==> config.mk <==
export PLATFORM = sky130hd
export DESIGN_NAME = sky130_fd_io__lvclamp_trig_ctl
export DESIGN_NICKNAME = d
export VERILOG_FILES = /design/src/rtl/sky130_fd_io__lvclamp_pkg.sv /design/src/rtl/sky130_fd_io__lvclamp_tmr.sv /design/src/rtl/sky130_fd_io__lvclamp_trig_ctl.sv
export SDC_FILE = /design/constraint.sdc
export NUM_CORES = 1
export LEC_CHECK = 0
export CORE_MARGIN = 8
export CORE_UTILIZATION = 39
export CTS_CLUSTER_DIAMETER = 120
export DETAILED_ROUTE_END_ITERATION = 16
export DONT_BUFFER_PORTS = 1
export PLACE_DENSITY = 0.57
export SLEW_MARGIN = 20
export SYNTH_ARGS = -nofsm -noshare
export SYNTH_HDL_FRONTEND = slang
export SYNTH_HIERARCHICAL = 1
export SYNTH_SLANG_ARGS = --single-unit
==> constraint.sdc <==
create_clock -name clk -period 3.4 [get_ports clk]
set_input_delay 0.68 -clock clk [delete_from_list [all_inputs] [get_ports clk]]
set_output_delay 0.68 -clock clk [all_outputs]
set_load 0.02 [all_outputs]
==> src/rtl/sky130_fd_io__lvclamp_pkg.sv <==
// Shared types and default timing for the low-voltage ESD clamp trigger controller.
package sky130_fd_io__lvclamp_pkg;

  typedef enum logic [1:0] {
    IDLE = 2'd0,
    DEB  = 2'd1,
    FIRE = 2'd2,
    COOL = 2'd3
  } state_t;

  localparam int DEB_CYC_DEF  = 2;
  localparam int HOLD_CYC_DEF = 64;
  localparam int COOL_CYC_DEF = 16;
  localparam int TMR_W_DEF    = 8;
  localparam int CNT_W_DEF    = 8;

endpackage

==> src/rtl/sky130_fd_io__lvclamp_tmr.sv <==
// Loadable down-counter shared by the debounce, hold and cooldown phases.
module sky130_fd_io__lvclamp_tmr #(
  parameter int TMR_W = 8
) (
  input  logic             clk,
  input  logic             rst,
  input  logic             load,
  input  logic [TMR_W-1:0] load_val,
  input  logic             dec,
  output logic             zero
);

  logic [TMR_W-1:0] cnt_q, cnt_d;

  // Load wins over decrement; decrement saturates at zero.
  always_comb begin
    cnt_d = cnt_q;
    if (load) begin
      cnt_d = load_val;
    end else if (dec && (cnt_q != '0)) begin
      cnt_d = cnt_q - 1'b1;
    end
  end

  always_ff @(posedge clk or posedge rst) begin
    if (rst) begin
      cnt_q <= '0;
    end else begin
      cnt_q <= cnt_d;
    end
  end

  assign zero = (cnt_q == '0);

endmodule

==> src/rtl/sky130_fd_io__lvclamp_trig_ctl.sv <==
// Ramp-detect qualifier, clamp-on hold timer and cooldown lockout driving the clamp gate.
module sky130_fd_io__lvclamp_trig_ctl
  import sky130_fd_io__lvclamp_pkg::*;
#(
  parameter int DEB_CYC  = DEB_CYC_DEF,
  parameter int HOLD_CYC = HOLD_CYC_DEF,
  parameter int COOL_CYC = COOL_CYC_DEF,
  parameter int TMR_W    = TMR_W_DEF,
  parameter int CNT_W    = CNT_W_DEF
) (
  input  logic             clk,
  input  logic             rst,
  input  logic             en,
  input  logic             ramp_det,
  input  logic             force_on,
  input  logic             cnt_clr,
  output logic             ogc_en,
  output logic             active,
  output logic             cooldown,
  output logic [CNT_W-1:0] event_cnt
);

  localparam int TMR_MAX = (1 << TMR_W) - 1;

  if ((DEB_CYC < 1) || (HOLD_CYC < 1) || (COOL_CYC < 0) || (CNT_W < 1) ||
      (DEB_CYC > TMR_MAX) || (HOLD_CYC > TMR_MAX) || (COOL_CYC > TMR_MAX)) begin : g_bad_params
    $error("sky130_fd_io__lvclamp_trig_ctl: illegal timing parameters");
  end

  // The IDLE sample is the first qualifying one, so DEB only needs DEB_CYC-1 more.
  localparam logic [TMR_W-1:0] DEB_LD  = TMR_W'((DEB_CYC > 1) ? DEB_CYC - 2 : 0);
  localparam logic [TMR_W-1:0] HOLD_LD = TMR_W'(HOLD_CYC - 1);
  localparam logic [TMR_W-1:0] COOL_LD = TMR_W'((COOL_CYC > 0) ? COOL_CYC - 1 : 0);

  state_t           state_q, state_d;
  logic [CNT_W-1:0] cnt_q, cnt_d;
  logic             tmrLoad, tmrDec, tmrZero, fireEntry;
  logic [TMR_W-1:0] tmrLoadVal;

  sky130_fd_io__lvclamp_tmr #(.TMR_W(TMR_W)) u_tmr (
    .clk      (clk),
    .rst      (rst),
    .load     (tmrLoad),
    .load_val (tmrLoadVal),
    .dec      (tmrDec),
    .zero     (tmrZero)
  );

  always_comb begin
    state_d    = state_q;
    tmrLoad    = 1'b0;
    tmrLoadVal = '0;
    tmrDec     = 1'b0;
    fireEntry  = 1'b0;
    case (state_q)
      IDLE: begin
        if (ramp_det && en) begin
          if (DEB_CYC == 1) begin
            state_d    = FIRE;
            tmrLoad    = 1'b1;
            tmrLoadVal = HOLD_LD;
            fireEntry  = 1'b1;
          end else begin
            state_d    = DEB;
            tmrLoad    = 1'b1;
            tmrLoadVal = DEB_LD;
          end
        end
      end
      DEB: begin
        if (!ramp_det || !en) begin
          state_d = IDLE;
        end else if (tmrZero) begin
          state_d    = FIRE;
          tmrLoad    = 1'b1;
          tmrLoadVal = HOLD_LD;
          fireEntry  = 1'b1;
        end else begin
          tmrDec = 1'b1;
        end
      end
      // A started discharge always completes, so en is ignored here.
      FIRE: begin
        if (ramp_det) begin
          tmrLoad    = 1'b1;
          tmrLoadVal = HOLD_LD;
        end else if (tmrZero) begin
          if (COOL_CYC == 0) begin
            state_d = IDLE;
          end else begin
            state_d    = COOL;
            tmrLoad    = 1'b1;
            tmrLoadVal = COOL_LD;
          end
        end else begin
          tmrDec = 1'b1;
        end
      end
      COOL: begin
        if (!en || tmrZero) begin
          state_d = IDLE;
        end else begin
          tmrDec = 1'b1;
        end
      end
      default: state_d = IDLE;
    endcase
  end

  always_comb begin
    cnt_d = cnt_q;
    if (cnt_clr) begin
      cnt_d = '0;
    end else if (fireEntry && (cnt_q != '1)) begin
      cnt_d = cnt_q + 1'b1;
    end
  end

  always_ff @(posedge clk or posedge rst) begin
    if (rst) begin
      state_q <= IDLE;
      cnt_q   <= '0;
    end else begin
      state_q <= state_d;
      cnt_q   <= cnt_d;
    end
  end

  assign active    = (state_q == FIRE);
  assign cooldown  = (state_q == COOL);
  assign ogc_en    = active | force_on;
  assign event_cnt = cnt_q;

endmodule

==> results of run 1 <==
==> final cells by class <==
cell class,count,area (sq um)
Fill cell,317,1710
Timing Repair Buffer,1,7.51
Clock buffer,4,36.3
Inverter,7,26.3
Sequential cell,18,450
Tap cell,44,55.1
Multi-Input combinational cell,112,767
==> per-stage QoR <==
stage | setup slack (ns) | cells
finish | 0.532 | 186
global route | 0.258 | 186
CTS | 0.547 | 186
detailed placement | 0.568 | 182
global placement | 0.713 | 182
floorplan | 0.793 | 140
==> sequential cells by signal, indices dropped and copies added (netlist names), named ones only <==
register     cells
state_q          1
event_cnt        8
u_tmr/cnt_q      8
==> routing by layer <==
| layer | routed length [um] | up-vias | track usage (%) |
|---|---|---|---|
| met5 | 0 | - | 0 |
| met4 | 15 | 0 | 3.56 |
| met3 | 110 | 2 | 3.02 |
| met2 | 1360 | 13 | 18.8 |
| met1 | 1110 | 489 | 10.9 |
| li1 | - | 500 | - |
==> worst max path at each step <==
stage / start / endpoint / slack [ns]
final: u_tmr/cnt_q[0] / u_tmr/cnt_q[3] / 0.53
after global routing: u_tmr/cnt_q[0] / u_tmr/cnt_q[3] / 0.26
after CTS: u_tmr/cnt_q[0] / u_tmr/cnt_q[3] / 0.55
after detailed placement: u_tmr/cnt_q[0] / u_tmr/cnt_q[3] / 0.57
after global placement: u_tmr/cnt_q[0] / u_tmr/cnt_q[3] / 0.71
after floorplan: u_tmr/cnt_q[0] / u_tmr/cnt_q[5] / 0.79
==> worst max-delay path, cell delays in order (launching register included) <==
cell and delay, ns:
dfrtp_1 0.40, inv_1 0.11, ha_1 0.18, or4b_4 0.50, nor2_1 0.45, a21oi_1 0.13
nor2b_1 0.12, o21ai_0 0.09, a21oi_1 0.24, buf_4 0.23, nor2b_1 0.06, a22oi_1 0.14
o41ai_1 0.09
==> results.toml, run 1 <==
[sta]
whs_ns = 0.206
worstMarginPinSlew_ns = 0.682
fin_tns_setup_ns = 0
slew_viol_final = 0
fmax_mhz = 349
hold_viol_final = 0
period_minus_slack_ns = 2.87
skew_ns = 0.00777
period_share_pct = 84.4
finalSetupViolCount = 0
slew_headroom_pct = 53.9
rsz0062_at_grt = "no"

[clock_tree]
cts_setup_buffers = 0
cts_tree = "yes"
cts_resized = 0
root_buffer = "clkbuf_4"
clk_latency_ns = 0.29
clockBufferDepth = 2
numCtsBuffers = 3
clk_pin_slew_ns = 0.11
htree_num_levels = 1
cts_sinks = 18
cts_hold_buf = 0

[synth]
synth.cell_area_sq_um = 1250
synth_warnings = 6
synth.avg_cell_area_sq_um = 9.01
synthCells = 139

[setup_path]
r2r_slack_ns = 0.53
rr_worst_depth = 12
cp_data_arrival_time_ns = 3.04
crit_path_end_kind = "flop"
critical_path_class = "flop to flop"
worst-path-max-fanout = 15
reg2reg_from = "u_tmr/cnt_q[0]"
critPathLaunchType = "flop"
r2r-end = "u_tmr/cnt_q[3]"
required_ns = 3.57

[detailed_routing]
dr_total_vias = 1004
drt_iter0_drc = 44
routed_wl_um = 2600
dr.pass1.iters = 5
ant_nets = 0
drc = 0
routedWlPerCell_um = 14.0
viasPerCell = 5.40

[cells_and_area]
mostFrequentLayoutCells = "dfrtp_1 (18), nand2_1 (16), nor2_1 (12)"
drive_above_1_share_pct = 8.45
layout_commonest_cell = "dfrtp_1"
final_util_pct = 44.0
syn_to_final_growth_pct = 7.19
diodes = 0
nets = 160
final_area_sq_um = 1340

[floorplanning]
start_util_pct = 41.0
fp.dieH_um = 72.7
core_sq_um = 3050
num_rows = 20
die_w_um = 72.7
fp.dieArea_sq_um = 5280
io-pin-count = 17

[global_route]
grt_pass1_wl_um = 4420
grt_max_degree = 16
grt_pass1_vias = 966
grt_usage_pct = 10.3
grt.overflow.total = 0
antenna_found_initial = 0

[outcome]
status = "finished clean"

[run]
drv_cap = 0

[hold_path]
hold_path_class = "input pin to asynchronous set/reset pin"

[placement]
place_area_sq_um = 1310
gp_congestion = 0.867
dp_hpwl_um = 2110
place.port_buffers = 0
==> run 2, diff against run 1 <==
Settings changed: PLACE_DENSITY 0.57 to 0.59.
Clock period 3.4 ns to 2.6 ns, I/O delays scaled along.
==> run 2 against run 1 <==
Compared with the run above:
- via count is 2.7% higher
- critical endpoint is now u_tmr/cnt_q[4]
- design area is 3.1% higher
- first-iteration DRC count grew 59%
- critical path depth is 2 lower
- clock-buffer cell count unchanged
- worst setup slack worse by 0.35 ns
==> results.toml, run 2 (same netlist as run 1, synthesis figures left out) <==
[setup_path]
cp_cell_sequence = "inv_1 -> ha_1 -> or4b_4 -> nor2_4 -> or3b_1 -> a21oi_2 -> nand2_1 -> o31ai_1 -> o31a_1 -> o21ai_0"
crit_path_end_kind = "flop"
critPathLaunchType = "flop"
worst-path-max-fanout = 9
critical_path_class = "flop to flop"
cpMaxStageDelayCell = "or3b_1"
critPathMaxStageDelay_ns = 0.44
cpLargestDelayFamily = "simple AND/OR/NAND/NOR gates"
required_ns = 2.79
path_buf_inv = 1
cp_data_arrival_time_ns = 2.60

[outcome]
status = "finished clean"

[floorplanning]
io-pin-count = 17
start_util_pct = 41.0
fp.dieH_um = 72.7
fp.dieArea_sq_um = 5280
core_sq_um = 3050
num_rows = 20
die_w_um = 72.7

[cells_and_area]
nets = 162
drive_above_1_share_pct = 12.5
mostFrequentLayoutCells = "dfrtp_1 (18), nand2_1 (16), nor2_1 (11), ha_1 (11), o21ai_0 (8)"
final_area_sq_um = 1380
syn_to_final_growth_pct = 10.5
layout_commonest_cell = "dfrtp_1"
regArea_sq_um = 450
nFillCells = 304
diodes = 0
multi_input_area_sq_um = 793

[detailed_routing]
routed_wl_um = 2650
routedWlPerCell_um = 14.1
dr.pass1.iters = 4
viasPerCell = 5.48
ant_nets = 0
drc = 0
drt_iter0_drc = 70
dr_total_vias = 1031

[sta]
skew_ns = 0.00763
worstMarginPinSlew_ns = 0.661
whs_ns = 0.0421
finalSetupViolCount = 0
period_minus_slack_ns = 2.41
slew_viol_final = 0
fmax_mhz = 414
hold_viol_final = 0
period_share_pct = 92.9
rsz0062_at_grt = "yes"
slew_headroom_pct = 55.3

[clock_tree]
root_buffer = "clkbuf_4"
numCtsBuffers = 3
cts_sinks = 18
clockBufferDepth = 2
clk_pin_slew_ns = 0.11
cts_tree = "yes"
cts_setup_buffers = 0
htree_num_levels = 1
clk_latency_ns = 0.30

[hold_path]
hold_path_class = "input pin to asynchronous set/reset pin"

[placement]
place_area_sq_um = 1320
gp_congestion = 0.799
place.port_buffers = 0
dp_hpwl_um = 2040

[global_route]
grt_pass1_wl_um = 4440
grt_usage_pct = 10.5
antenna_found_initial = 0
grt.overflow.total = 0
grt_pass1_vias = 972
grt_max_degree = 15

[run]
drv_cap = 0
-- run 2: cell types whose count changed in the layout (fill, tap and decap cells not counted) --
cell,previous run,this run
nor3b_4,0,1
a21oi_1,8,6
nor3b_1,1,0
a21oi_2,0,2
buf_4,1,3
nor2_4,0,1
nor2_1,12,11
-- run 2: final timing paths --
kind                                start             end  slack [ns]  cells after the start
setup / recovery           u_tmr/cnt_q[0]  u_tmr/cnt_q[4]        0.19                     10
hold / removal                        rst  u_tmr/cnt_q[3]        0.04                      1
setup reg to reg           u_tmr/cnt_q[0]  u_tmr/cnt_q[4]        0.19                     10
hold reg to reg            u_tmr/cnt_q[3]  u_tmr/cnt_q[3]        0.58                      1
max in group asynchronous             rst    event_cnt[1]        2.26                      1
min in group clk                  cnt_clr    event_cnt[5]        0.26                      1
-- run 2: metal layers --
| layer | global-route usage [%] | routed length (um) | part of all wire [%] | vias up |
|---|---|---|---|---|
| li1 | - | - | - | 512 |
| met1 | 11.8 | 1150 | 44 | 490 |
| met2 | 17.8 | 1320 | 50 | 25 |
| met3 | 3.57 | 143 | 5.4 | 4 |
| met4 | 3.56 | 28 | 1.1 | 0 |
| met5 | 0 | 0 | 0 | - |
-- run 2: layout make-up --
cell class              instances  area share, %
clock buffers                   4           2.62
multi-input cells             112           57.3
inverters                       7           1.90
flip-flops and latches         18           32.5
repair buffers                  3           1.63
well taps                      44           3.98
-- run 2: repair_timing --
| action | 4_1_cts | 5_1_grt |
|---|---|---|
| hold buffers | 0 | 0 |
| setup endpoints to repair | 0 | 8 |
| endpoints found under the hold margin | 0 | 0 |
| resized for setup | 0 | 5 |
-- run 2: metrics by stage --
stage	util [%]	setup slack, ns	setup TNS [ns]	instances
2_1_floorplan	-	0.0964	0	140
3_3_place_gp	43.4	0.0451	0	184
3_5_place_dp	43.4	0.0301	0	184
4_1_cts	44.5	0.0357	0	188
5_1_grt	45.3	-0.0129	-0.0129	188
6_report	45.3	0.185	0	188
